$ cat src/rtl/imagem_pixel_streamer.sv
// Streams a programmed run of image-RAM pixels as an Avalon-ST packet with
// sop/eop and end-of-line markers, controlled through a 4-word CSR slave.
module imagem_pixel_streamer #(
  parameter int IMG_WORDS  = 58368,
  parameter int LINE_LEN   = 256,
  parameter int FIFO_DEPTH = 4
) (
  input  logic        clk,
  input  logic        reset,
  input  logic [1:0]  csr_address,
  input  logic        csr_write,
  input  logic        csr_read,
  input  logic [31:0] csr_writedata,
  output logic [31:0] csr_readdata,
  output logic [15:0] mem_address,
  output logic        mem_chipselect,
  output logic        mem_write,
  input  logic [7:0]  mem_readdata,
  output logic [7:0]  src_data,
  output logic        src_valid,
  input  logic        src_ready,
  output logic        src_sop,
  output logic        src_eop,
  output logic        src_eol
);
  localparam int PW = $clog2(FIFO_DEPTH);
  localparam int CW = PW + 2;
  localparam int LW = (LINE_LEN > 1) ? $clog2(LINE_LEN) : 1;
  localparam logic [16:0]   IMG_WORDS_W = 17'(IMG_WORDS);
  localparam logic [LW-1:0] LINE_LAST   = LW'(LINE_LEN - 1);

  typedef enum logic [1:0] {IDLE = 2'd0, RUN = 2'd1, DRAIN = 2'd2} state_t;
  state_t state, state_nxt;

  logic [15:0]   base_q, count_q, xfer_count, rd_addr, issued, emitted;
  logic [LW-1:0] line_pos;
  logic          done_q, inflight, busy, issue;
  logic [7:0]    fifo_mem [FIFO_DEPTH];
  logic [PW-1:0] wr_ptr, rd_ptr;
  logic [PW:0]   occ;
  logic [16:0]   addr_inc;
  logic          ctrl_wr, start_req, abort_req, push, pop, last_beat;

  wire unused_wdata = ^csr_writedata[31:16];

  assign ctrl_wr   = csr_write && (csr_address == 2'd0);
  assign start_req = ctrl_wr && csr_writedata[0] && (state == IDLE);
  assign abort_req = ctrl_wr && csr_writedata[1] && (state != IDLE);
  assign push      = inflight;
  assign pop       = src_valid && src_ready;
  assign last_beat = (emitted == xfer_count - 16'd1);
  assign addr_inc  = {1'b0, rd_addr} + 17'd1;

  // NOTE: sequential state uses non-blocking assignments so every register
  // samples pre-edge values regardless of statement order.
  always_ff @(posedge clk) begin
    if (reset) state <= IDLE;
    else       state <= state_nxt;
  end

  // NOTE: every always_comb output gets a default first so no latch is inferred.
  always_comb begin
    state_nxt = state;
    if (abort_req) begin
      state_nxt = IDLE;
    end else begin
      case (state)
        IDLE:    if (start_req && (count_q != 16'd0)) state_nxt = RUN;
        RUN:     if (issue && (issued == xfer_count - 16'd1)) state_nxt = DRAIN;
        DRAIN:   if (pop && last_beat) state_nxt = IDLE;
        default: state_nxt = IDLE;
      endcase
    end
  end

  // Credit counts beats in the FIFO plus the one read whose data is on the bus.
  always_comb begin
    busy           = (state != IDLE);
    issue          = (state == RUN) && (CW'(occ) + CW'(inflight) < CW'(FIFO_DEPTH))
                     && (issued < xfer_count);
    mem_chipselect = issue;
    mem_address    = rd_addr;
    mem_write      = 1'b0;
    src_valid      = (occ != '0);
    src_data       = src_valid ? fifo_mem[rd_ptr] : 8'd0;
    src_sop        = src_valid && (emitted == 16'd0);
    src_eop        = src_valid && last_beat;
    src_eol        = src_valid && (line_pos == LINE_LAST);
  end

  always_ff @(posedge clk) begin
    if (reset) begin
      base_q       <= '0;
      count_q      <= '0;
      xfer_count   <= '0;
      done_q       <= 1'b0;
      rd_addr      <= '0;
      issued       <= '0;
      emitted      <= '0;
      line_pos     <= '0;
      inflight     <= 1'b0;
      wr_ptr       <= '0;
      rd_ptr       <= '0;
      occ          <= '0;
      csr_readdata <= '0;
    end else begin
      if (csr_write) begin
        case (csr_address)
          2'd1:    if (csr_writedata[1]) done_q <= 1'b0;
          2'd2:    base_q  <= csr_writedata[15:0];
          2'd3:    count_q <= csr_writedata[15:0];
          default: ;
        endcase
      end

      // An empty transfer completes immediately; otherwise START clears DONE.
      if (start_req) begin
        done_q     <= (count_q == 16'd0);
        xfer_count <= count_q;
        rd_addr    <= base_q;
        issued     <= '0;
        emitted    <= '0;
        line_pos   <= '0;
      end

      if (issue) begin
        issued  <= issued + 16'd1;
        rd_addr <= (addr_inc >= IMG_WORDS_W) ? 16'd0 : addr_inc[15:0];
      end
      inflight <= issue;

      if (push) wr_ptr <= wr_ptr + PW'(1);
      if (pop) begin
        rd_ptr   <= rd_ptr + PW'(1);
        emitted  <= emitted + 16'd1;
        line_pos <= (line_pos == LINE_LAST) ? '0 : line_pos + LW'(1);
        if (last_beat) done_q <= 1'b1;
      end
      occ <= occ + (PW+1)'(push) - (PW+1)'(pop);

      // Abort drops buffered beats and the read still returning from the RAM.
      if (abort_req) begin
        inflight <= 1'b0;
        wr_ptr   <= '0;
        rd_ptr   <= '0;
        occ      <= '0;
      end

      if (csr_read) begin
        case (csr_address)
          2'd1:    csr_readdata <= {30'd0, done_q, busy};
          2'd2:    csr_readdata <= {16'd0, base_q};
          2'd3:    csr_readdata <= {16'd0, count_q};
          default: csr_readdata <= '0;
        endcase
      end
    end
  end

  // NOTE: the FIFO storage has no reset; occupancy and pointers alone decide
  // which entries are meaningful.
  always_ff @(posedge clk) begin
    if (push) fifo_mem[wr_ptr] <= mem_readdata;
  end
endmodule
$ cat config.mk
export PLATFORM = sky130hd
export DESIGN_NAME = imagem_pixel_streamer
export DESIGN_NICKNAME = d
export VERILOG_FILES = /design/src/rtl/imagem_pixel_streamer.sv
export SDC_FILE = /design/constraint.sdc
export NUM_CORES = 1
export LEC_CHECK = 0
export ABC_CLOCK_PERIOD_IN_PS = 2900
export CORE_ASPECT_RATIO = 0.8
export CORE_UTILIZATION = 30
export DETAILED_ROUTE_END_ITERATION = 7
export SYNTH_ARGS = -nofsm -noshare
export SYNTH_HDL_FRONTEND = slang
export SYNTH_SLANG_ARGS = --single-unit
export TNS_END_PERCENT = 20
$ cat constraint.sdc
create_clock -name clk -period 2.9 [get_ports clk]
set_input_delay 0.58 -clock clk [delete_from_list [all_inputs] [get_ports clk]]
set_output_delay 0.58 -clock clk [all_outputs]
set_load 0.005 [all_outputs]
After elaboration in Yosys (flattened, before gate mapping)
Memory sizes are Yosys's and may differ from the RTL's. A register that Yosys moved wholly into a read port is not among the register bits.
Index checks and enable logic that the tools add are counted.
{"block": "classes", "add_sub_neg": 10, "order_cmp": 3, "n_eq_ne": 11, "muxes": 25, "n_reduce_logical": 27}
{"operator": "16-bit two-way mux", "n": 6}
{"operator": "16-bit one-hot mux with 3 select lines", "n": 1}
{"operator": "16-bit by 1-bit adder with 16-bit output (second input constant)", "n": 2}
{"operator": "16-bit equality test", "n": 2}
{"operator": "16-bit logical NOT", "n": 2}
{"operator": "8-bit two-way mux", "n": 4}
{"operator": "16-bit by 1-bit adder with 17-bit output (second input constant)", "n": 1}
{"operator": "17-bit by 16-bit greater-or-equal comparator with 1-bit output (second input constant)", "n": 1}
{"operator": "16-bit < comparator", "n": 1}
{"operator": "16-bit nonzero test", "n": 1}
{"operator": "16-bit by 1-bit subtractor with 16-bit output (second input constant)", "n": 1}
{"operator": "1-bit logical AND", "n": 14}
{"operator": "2-bit two-way mux", "n": 5}
{"operator": "8-bit by 1-bit adder with 8-bit output (second input constant)", "n": 1}
{"operator": "8-bit equality test (second input constant)", "n": 1}
{"operator": "1-bit two-way mux", "n": 8}
{"operator": "2-bit equality test (second input constant)", "n": 3}
{"operator": "2-bit one-hot mux with 3 select lines", "n": 1}
{"operator": "2-bit nonzero test", "n": 3}
{"operator": "2-bit by 1-bit adder with 2-bit output (second input constant)", "n": 2}
{"operator": "3-bit by 1-bit adder with 4-bit output", "n": 1}
{"operator": "2-bit by 1-bit equality test with 1-bit output (second input constant)", "n": 2}
{"operator": "2-bit logical NOT", "n": 2}
{"operator": "4-bit by 3-bit < comparator with 1-bit output (second input constant)", "n": 1}
{"operator": "8 further kinds", "n": 10}
{"block": "totals", "reg_bits": 147, "mem_bits_rw": 32, "in_bits": 47, "wordCells": 91, "mem_count": 1}
{"name": "fifo_mem", "depth": 4, "word_bits": 8, "rd": 1, "rd_ports_with_merged_regs": 1, "write_ports": 1, "line": "38", "rtl": "logic [7:0] fifo_mem [FIFO_DEPTH];"}

Longest topological paths before layout
Gate-level depths: netlist of run 1.
{"block": "logic_depth", "depth_word": 7, "mapped_depth": 12, "ltp_nobuf": 10}

Least setup slack after synthesis of run 1
OpenSTA, ideal clock, no wires.
{"block": "synth_path", "path_type": "reg-to-output", "from": "reg xfer_count[0]", "to": "out src_eop", "arrival_time_ns": 2.125, "path_slack_ns": 0.195, "stages_incl_launch_ff": 10, "path_cell_list": "dfxtp_1 clkbuf_1 inv_1 ha_1 nor3b_1 xnor3_1 nor4bb_1 o311ai_1 nor4_1 and3_1"}
{"block": "synth_via", "elab_chain_cells": 3}
{"element": "start, declared", "line": "35", "rtl": "logic [15:0] base_q, count_q, xfer_count, rd_addr, issued, emitted;"}
{"element": "start signal, assigned", "line": "119", "rtl": "xfer_count <= count_q;"}
{"element": "16-bit by 1-bit subtractor with 16-bit output", "line": "51", "rtl": "assign last_beat = (emitted == xfer_count - 16'd1);"}
{"element": "16-bit equality test", "line": "51"}
{"element": "1-bit logical AND", "line": "87", "rtl": "src_eop = src_valid && last_beat;"}
{"element": "end, declared", "line": "23", "rtl": "output logic src_eop,"}
No other way between the ends.

Worst setup path in the final report of run 1
{"block": "layout_path", "from": "reg xfer_count[2]", "to": "out src_eop"}
Same word-level chain as after synthesis.

==> results.cfg, run 1 <==
[critical_path]
max_stage_delay_ns = 0.58
start_kind = flip-flop
cp_max_fo = 4
r2r-start = xfer_count[2]
required_ns = 2.32
slowest_stage = or4_4
cp-end-kind = output port
cp-endpoint = src_eop
cpMostUsedCell = nor4_4
arrival_ns = 2.52
critPathKind = reg -> out
reg2reg_to = state[0]
cp_cell_sequence = or4_4 -> nor4_4 -> xnor3_1 -> nand2_2 -> nor4_4 -> and3_4 -> buf_6
worst-r2r-setup-slack_ns = 0.17
reg2reg_depth = 8
crit_start = xfer_count[2]

[logic_synthesis]
synth_top_family_by_area = simple AND/OR/NAND/NOR gates
synth-main-ff-cell = dfxtp_1
synth_top_cell_by_area = dfxtp_1
synth-warning-count = 0
netlist_area_um2 = 8990
synth-compound-area-share_pct = 14.5
synth_cell_types = 68
synth.mux.area_fraction_pct = 5.34
synth_top_cells_by_area = dfxtp_1 (30%), edfxtp_1 (11%), nand2_1 (6.6%), a21oi_1 (6.5%), ha_1 (4.2%)
yosys.area_share.simple_pct = 25.3
synth_top_area_share_pct = 29.6
synth-seq-cells = 165
synth-adder-area-share_pct = 4.40
synth_edf_count = 32
syn_avg_cell_area_um2 = 8.40
ys_seq_area_share_pct = 40.3
async_reset_ff_share_pct = 0
synth-xor-area-share_pct = 4.31
synthCells = 1071

[floorplanning]
start_util_pct = 30.6
pin_count = 109
rows = 56
die_x_um = 196
dieArea_um2 = 30700
die_h_um = 157
coreArea_um2 = 29400

[cells_and_area]
final_util_pct = 38.8
fin_area_um2 = 11400
layout.nets = 1285
num_antenna_cells = 0
drive_above_1_share_pct = 16.6
synthToLayoutAreaGrowth_pct = 26.7

[worst_hold_path]
min_from = base_q[5]
min_path_type = reg -> reg

[clocking]
cts_buffers = 17
clkLatencyLatePin_ns = 0.43
cts_buffer_depth = 2
htree_levels = 4
cts_tree = built
path_clk_slew_ns = 0.07
clockRootBuffer = clkbuf_16
cts.sinks = 165

[placed_design]
hpwl_um = 19100
port-buffer-count = 75
gp_congestion = 0.853
placed_area_um2 = 10700

[sta]
hold_violations = 0
worst_slew_margin_rel_pct = 49.4
period_needed_ns = 3.10
tightest_slew_ns = 0.759
setup_viol = 1
max_freq_ghz = 0.323
rsz0062_at_grt = true
timing.final.crit_share_pct = 107
clock_skew_ns = 0.0113
drv_slew = 0
worst_slack_ns = -0.195

[global_route]
grt_pass1_vias = 7563
grt_pass1_wl_um = 41400
antenna_found_initial = 0
grt_max_degree = 41
grt_usage_pct = 17.2
overflow = 0

[outcome]
violations = negative setup slack
status = complete, but fails checks

[drt]
drcViolationCount = 0
drt_first_pass_iters = 5
ant_nets = 0
totalWireLength_um = 26000
drtIter0Drc = 707
via_count = 8122
wl_per_cell_um = 16.3
viasPerCell = 5.09

[power_and_ir_drop]
vdd_drop_max_mv = 0.407
powerDensity_nw_per_um2 = 504
p_leak_nw = 4.23

[job]
maxCapViolCount = 0
==> placed cells by master, fill, tap and decap left out, drive strengths merged, types with 21 or more instances in the layout <==
| master | n |
|---|---|
| buf | 109 |
| a21oi | 117 |
| nor2 | 87 |
| nor3 | 31 |
| clkdlybuf4s50 | 72 |
| edfxtp | 32 |
| nand3 | 36 |
| inv | 47 |
| nand2 | 159 |
| ha | 30 |
| and3 | 23 |
| xnor2 | 27 |
| nor2b | 23 |
| nor4 | 21 |
| mux2 | 24 |
| dfxtp | 133 |
| o21ai | 39 |
==> area by class of cell <==
class	instances	area, um2
Clock buffer	18	439
Inverter	39	146
Fill cell	2924	18000
Multi-Input combinational cell	803	5030
Timing Repair Buffer	181	1550
Clock inverter	14	134
Tap cell	377	472
Sequential cell	165	3630
==> how the worst min path moves through the flow <==
stage / to / cells after the start / slack [ns]
after global routing: base_q[4] / 2 / 0.50
after detailed placement: base_q[5] / 2 / 0.47
after floorplan: base_q[13] / 2 / 0.45
after global placement: base_q[4] / 2 / 0.47
final: base_q[5] / 2 / 0.48
after CTS: base_q[5] / 2 / 0.48
==> what timing repair did <==
item	in CTS	in global routing
resized for setup	17	21
hold buffers	0	0
endpoints found under the setup margin	2	3
pin swaps	7	11
gates cloned	0	0
setup buffers	2	1
==> layer usage <==
metal	wire, um	vias to the layer above	share of wire (%)	track usage, %
li1	-	4039	-	-
met1	13300	3863	51	25.0
met2	11200	201	43	26.4
met3	1150	19	4.4	2.82
met4	262	0	1.0	3.82
met5	0	-	0	0
==> synthesized netlist by cell type, types with 6 or more instances <==
cell and n:
xnor2_1 27, ha_1 30, nand3_1 36, dfxtp_1 133
or4_1 6, mux2_2 24, nand2_1 159, o21ai_0 39
clkbuf_1 54, buf_4 17, a211oi_1 9, inv_1 39
nand4_1 15, a21oi_1 117, nor2b_1 23, nand3b_1 15
and3_1 23, nor4_1 19, nor3_1 31, a311oi_1 6
xor2_1 7, mux4_2 8, or3_1 6, nor2_1 87
and2_1 18, and4_1 7, edfxtp_1 32
==> power by group <==
group          internal (mW)  switching (mW)  total [mW]
Combinational          0.524           0.515        1.04
Sequential              2.41          0.0770        2.49
Clock                   1.16            1.06        2.21
Total                   4.09            1.65        5.74
==> cells by family (layout without fill, tap and decap cells) <==
logic type,count (synthesis),in the layout
fa+ha+maj,31,31
flops,165,165
simple gates,464,464
mux,35,35
other cells,1,17
compound gates,218,218
buf+inv,119,252
xor+xnor,38,38
==> sequential cells by signal, summed over array words and instances, names as in the netlist, named ones only <==
name and flops:
base_q 16, count_q 16, csr_readdata 16, done_q 1, emitted 16, fifo_mem 32
inflight 1, issued 16, line_pos 8, mem_address 16, occ 3, rd_ptr 2
state 2, wr_ptr 2, xfer_count 16
==> critical path: cells and delay by family, from the launching register on <==
family	cells	cell delay, ns
buffers and inverters	1	0.09
XOR/XNOR	1	0.19
AND/OR/NAND/NOR	5	1.46
flip-flops	1	0.33
==> through the flow <==
step | cells | total power, mW | TNS [ns] | hold slack (ns) | setup slack [ns]
5_1_grt | 1597 | 6.00 | -0.398 | 0.504 | -0.323
4_1_cts | 1596 | 5.79 | -0.442 | 0.483 | -0.268
3_5_place_dp | 1562 | 3.57 | -0.454 | 0.471 | -0.363
6_report | 1597 | 5.74 | -0.195 | 0.479 | -0.195
3_3_place_gp | 1562 | 3.56 | -0.370 | 0.469 | -0.290
2_1_floorplan | 1087 | 3.10 | 0 | 0.447 | 0.195
Note: power is estimated with default switching activity, not from simulation.
==> run 2, diff against run 1 <==
--- a/config.mk
+++ b/config.mk
@@ -8,7 +8,9 @@
 export ABC_CLOCK_PERIOD_IN_PS = 2900
 export CORE_ASPECT_RATIO = 0.8
 export CORE_UTILIZATION = 30
+export CTS_CLUSTER_SIZE = 28
 export DETAILED_ROUTE_END_ITERATION = 7
+export SKIP_CTS_REPAIR_TIMING = 1
 export SYNTH_ARGS = -nofsm -noshare
 export SYNTH_HDL_FRONTEND = slang
 export SYNTH_SLANG_ARGS = --single-unit
==> results.cfg, run 2 (same netlist as run 1, synthesis figures left out) <==
[outcome]
status = complete, but fails checks
violations = negative setup slack

[global_route]
grt_pass1_vias = 7538
grt_pass1_wl_um = 41200
overflow = 0
grt_usage_pct = 17.1
antenna_found_initial = 0
grt_max_degree = 41

[cells_and_area]
num_antenna_cells = 0
layout.nets = 1285
largest-register = fifo_mem
final_cell_mix = nand2_1 (158), dfxtp_1 (132), a21oi_1 (117)
synthToLayoutAreaGrowth_pct = 26.7
final_common_cell = nand2_1
multi_input_area_um2 = 5030
largest_register_ffs = 32
final_cells = 1597
seq_area_um2 = 3620
drive_above_1_share_pct = 16.1
fillerInstances = 2927

[floorplanning]
die_h_um = 157
die_x_um = 196
coreArea_um2 = 29400
dieArea_um2 = 30700
start_util_pct = 30.6
pin_count = 109
rows = 56

[sta]
timing.final.crit_share_pct = 107
period_needed_ns = 3.11
hold_violations = 0
drv_slew = 0
setup_viol = 1
worst_slack_ns = -0.211
worst_slew_margin_rel_pct = 49.5
tightest_slew_ns = 0.758
clock_skew_ns = 0.0117
rsz0062_at_grt = true
max_freq_ghz = 0.321

[critical_path]
reg2reg_to = state[0]
cp_max_fo = 4
arrival_ns = 2.53
r2r-start = xfer_count[3]
slowest_stage = nor3_1
crit_start = xfer_count[6]
start_kind = flip-flop
cp-end-kind = output port
max_stage_delay_ns = 0.42
reg2reg_depth = 8
cp.buffers_inverters = 2
crit_cells = 8
worst-r2r-setup-slack_ns = 0.19
cp-endpoint = src_eop
critPathKind = reg -> out
cp_cell_sequence = buf_4 -> nor4_2 -> nand4_1 -> nor3_1 -> o311ai_4 -> nor4_4 -> and3_4 -> buf_6
required_ns = 2.32
crit_family = simple AND/OR/NAND/NOR gates

[drt]
ant_nets = 0
viasPerCell = 5.10
via_count = 8144
drcViolationCount = 0
wl_per_cell_um = 16.3
drt_first_pass_iters = 5
drtIter0Drc = 720
totalWireLength_um = 26000

[clocking]
cts_tree = built
cts_buffer_depth = 2
clkLatencyLatePin_ns = 0.43
cts.sinks = 165
path_clk_slew_ns = 0.07
cts_buffers = 17
clockRootBuffer = clkbuf_16
htree_levels = 4

[placed_design]
hpwl_um = 19100
pre_cts_slack_ns = -0.363
placed_cells = 1562
gp_congestion = 0.853
port-buffer-count = 75

[power_and_ir_drop]
powerDensity_nw_per_um2 = 505
finalPower_mw = 5.75
p_leak_nw = 4.22
vdd_drop_max_mv = 0.420

[worst_hold_path]
min_delay_path_depth = 2
min_path_type = reg -> reg

[job]
maxCapViolCount = 0
run 2: changes by cell type in the layout (fill, tap and decap cells not counted), sizes merged:
cell / before / now
buf: 109 / 108
clkbuf: 18 / 19
run 2: tightest hold or removal path: cells and delay by family, from the launching register on:
kind / cells / cell delay, ns
compound gates: 1 / 0.05
flops: 1 / 0.33
simple gates: 1 / 0.06
run 2: area by class of cell:
type,count,area share [%]
Sequential cell,165,31.8
Tap cell,377,4.14
Multi-Input combinational cell,803,44.2
Inverter,39,1.29
Timing Repair Buffer,181,13.5
Clock buffer,18,3.86
Clock inverter,14,1.18
run 2: worst min-delay path by stage:
stage,start,endpoint,slack (ns)
after floorplan,base_q[13],base_q[13],0.45
after global placement,base_q[4],base_q[4],0.47
after detailed placement,base_q[5],base_q[5],0.47
after CTS,base_q[5],base_q[5],0.48
after global routing,base_q[4],base_q[4],0.50
final,base_q[5],base_q[5],0.48
run 2: metrics by stage:
| step | cell area [um2] | hold WS (ns) | setup TNS (ns) | util (%) |
|---|---|---|---|---|
| detailed placement | 10700 | 0.471 | -0.454 | 36.3 |
| global route | 11400 | 0.504 | -0.534 | 38.8 |
| finish | 11400 | 0.478 | -0.211 | 38.8 |
| CTS | 11200 | 0.483 | -1.41 | 38.3 |
| global placement | 10700 | 0.469 | -0.370 | 36.3 |
| floorplan | 9050 | 0.447 | 0 | - |
run 2: layer usage:
metal,wire length (um),up-vias,GRT usage (%)
met3,1150,17,2.82
met4,246,0,3.82
met1,13300,3874,25.0
li1,-,4047,-
met5,0,-,0
met2,11300,206,26.2
run 2: report_power, final:
part	total [mW]	internal, mW	leakage [nW]	switching, mW
sequential	2.49	2.41	1.36	0.0784
combinational	1.04	0.524	2.57	0.514
clock	2.22	1.16	0.278	1.06
total	5.75	4.09	4.22	1.65
==> run 3, diff against run 2 <==
--- a/config.mk
+++ b/config.mk
@@ -10,6 +10,7 @@
 export CORE_UTILIZATION = 30
 export CTS_CLUSTER_SIZE = 28
 export DETAILED_ROUTE_END_ITERATION = 7
+export SETUP_SLACK_MARGIN = 0.1
 export SKIP_CTS_REPAIR_TIMING = 1
 export SYNTH_ARGS = -nofsm -noshare
 export SYNTH_HDL_FRONTEND = slang
==> results.cfg, run 3 (same netlist as run 1, synthesis figures left out) <==
[cells_and_area]
largest-register = fifo_mem
final_common_cell = nand2_1
final_util_pct = 38.9
num_antenna_cells = 0
synthToLayoutAreaGrowth_pct = 27.1
drive_above_1_share_pct = 16.9
layout.nets = 1285
fillerInstances = 2923
final_cell_mix = nand2_1 (158), dfxtp_1 (131), a21oi_1 (117)
largest_register_ffs = 32

[clocking]
cts_buffers = 17
clkLatencyLatePin_ns = 0.43
clockRootBuffer = clkbuf_16
cts_buffer_depth = 2
htree_levels = 4
cts.sinks = 165
path_clk_slew_ns = 0.07
cts_tree = built

[power_and_ir_drop]
seq_power_share_pct = 43.3
powerDensity_nw_per_um2 = 503
power_frac_comb_pct = 18.0
vdd_drop_max_mv = 0.421
p_int_mw = 4.09
p_leak_nw = 4.23
swShare_pct = 28.8
p_clk_share_pct = 38.6
power.switching_mw = 1.65

[outcome]
status = complete, but fails checks
violations = negative setup slack

[sta]
max_freq_ghz = 0.322
hold-worst-slack_ns = 0.478
clock_skew_ns = 0.0121
rsz0062_at_grt = true
setup_viol = 2
worst_slack_ns = -0.208
tightest_slew_ns = 0.754
worst_slew_margin_rel_pct = 49.7
timing.final.crit_share_pct = 107
hold_violations = 0
drv_slew = 0
period_needed_ns = 3.11

[worst_hold_path]
min_path_type = reg -> reg
min_delay_path_depth = 2

[floorplanning]
coreArea_um2 = 29400
die_x_um = 196
pin_count = 109
rows = 56
die_h_um = 157
dieArea_um2 = 30700
start_util_pct = 30.6

[placed_design]
gp_congestion = 0.853
port-buffer-count = 75
hpwl_um = 19100
pre_cts_slack_ns = -0.363

[global_route]
grt_usage_pct = 17.1
overflow = 0
grt_pass1_vias = 7538
grt_pass1_wl_um = 41200
antenna_found_initial = 0
grt_max_degree = 41

[drt]
drcViolationCount = 0
via_count = 8165
drt_first_pass_iters = 5
viasPerCell = 5.11
wl_per_cell_um = 16.3
totalWireLength_um = 26100
ant_nets = 0
drtIter0Drc = 688

[job]
maxCapViolCount = 0

[critical_path]
cp-end-kind = output port
critPathKind = reg -> out
arrival_ns = 2.53
cp_max_fo = 4
required_ns = 2.32
reg2reg_depth = 8
start_kind = flip-flop
-- run 3: cell types whose count changed in the layout (fill, tap and decap cells not counted), sizes merged --
cell           previous run  this run
buf                     108       109
clkbuf                   19        18
clkdlybuf4s50            72        71
dlymetal6s2s              0         1
-- run 3: metrics by stage --
step | instance area [um2] | std cells | power (mW) | setup TNS, ns
4_1_cts | 11200 | 1594 | 5.78 | -1.41
2_1_floorplan | 9050 | 1087 | 3.10 | 0
6_report | 11400 | 1597 | 5.75 | -0.216
5_1_grt | 11400 | 1597 | 6.00 | -0.466
3_3_place_gp | 10700 | 1562 | 3.56 | -0.370
3_5_place_dp | 10700 | 1562 | 3.57 | -0.454
-- run 3: worst max-delay path, stage by stage (launching register included) --
cell and delay (ns):
dfxtp_1 0.33, buf_4 0.14, nor4_2 0.35, nand4_1 0.23
nor3_1 0.42, o311ai_4 0.13, nor4_4 0.17, and3_4 0.24
buf_6 0.09
-- run 3: routing by layer --
layer | vias up | wire, um | GRT usage, %
met3 | 20 | 1120 | 2.82
met5 | - | 0 | 0
met1 | 3919 | 13300 | 25.0
met2 | 180 | 11400 | 26.2
met4 | 0 | 256 | 3.82
li1 | 4046 | - | -
-- run 3: worst paths after layout --
check	from	endpoint	slack [ns]
min	base_q[5]	base_q[5]	0.48
max reg2reg	xfer_count[3]	state[0]	0.21
min reg2reg	base_q[5]	base_q[5]	0.48
max	xfer_count[6]	src_eop	-0.21
-- run 3: power groups by stage --
stage	Combinational, mW	Sequential (mW)	Clock (mW)
floorplan	0.582	2.52	0
global placement	1.02	2.54	0
detailed placement	1.03	2.54	0
CTS	1.04	2.49	2.26
global route	1.14	2.50	2.35
finish	1.04	2.49	2.22
-- run 3: area by class of cell --
cell class,instances,area (um2),area share [%]
Clock buffer,18,439,3.84
Clock inverter,14,134,1.17
Inverter,39,146,1.28
Multi-Input combinational cell,803,5070,44.3
Sequential cell,165,3630,31.7
Tap cell,377,472,4.13
Timing Repair Buffer,181,1550,13.5
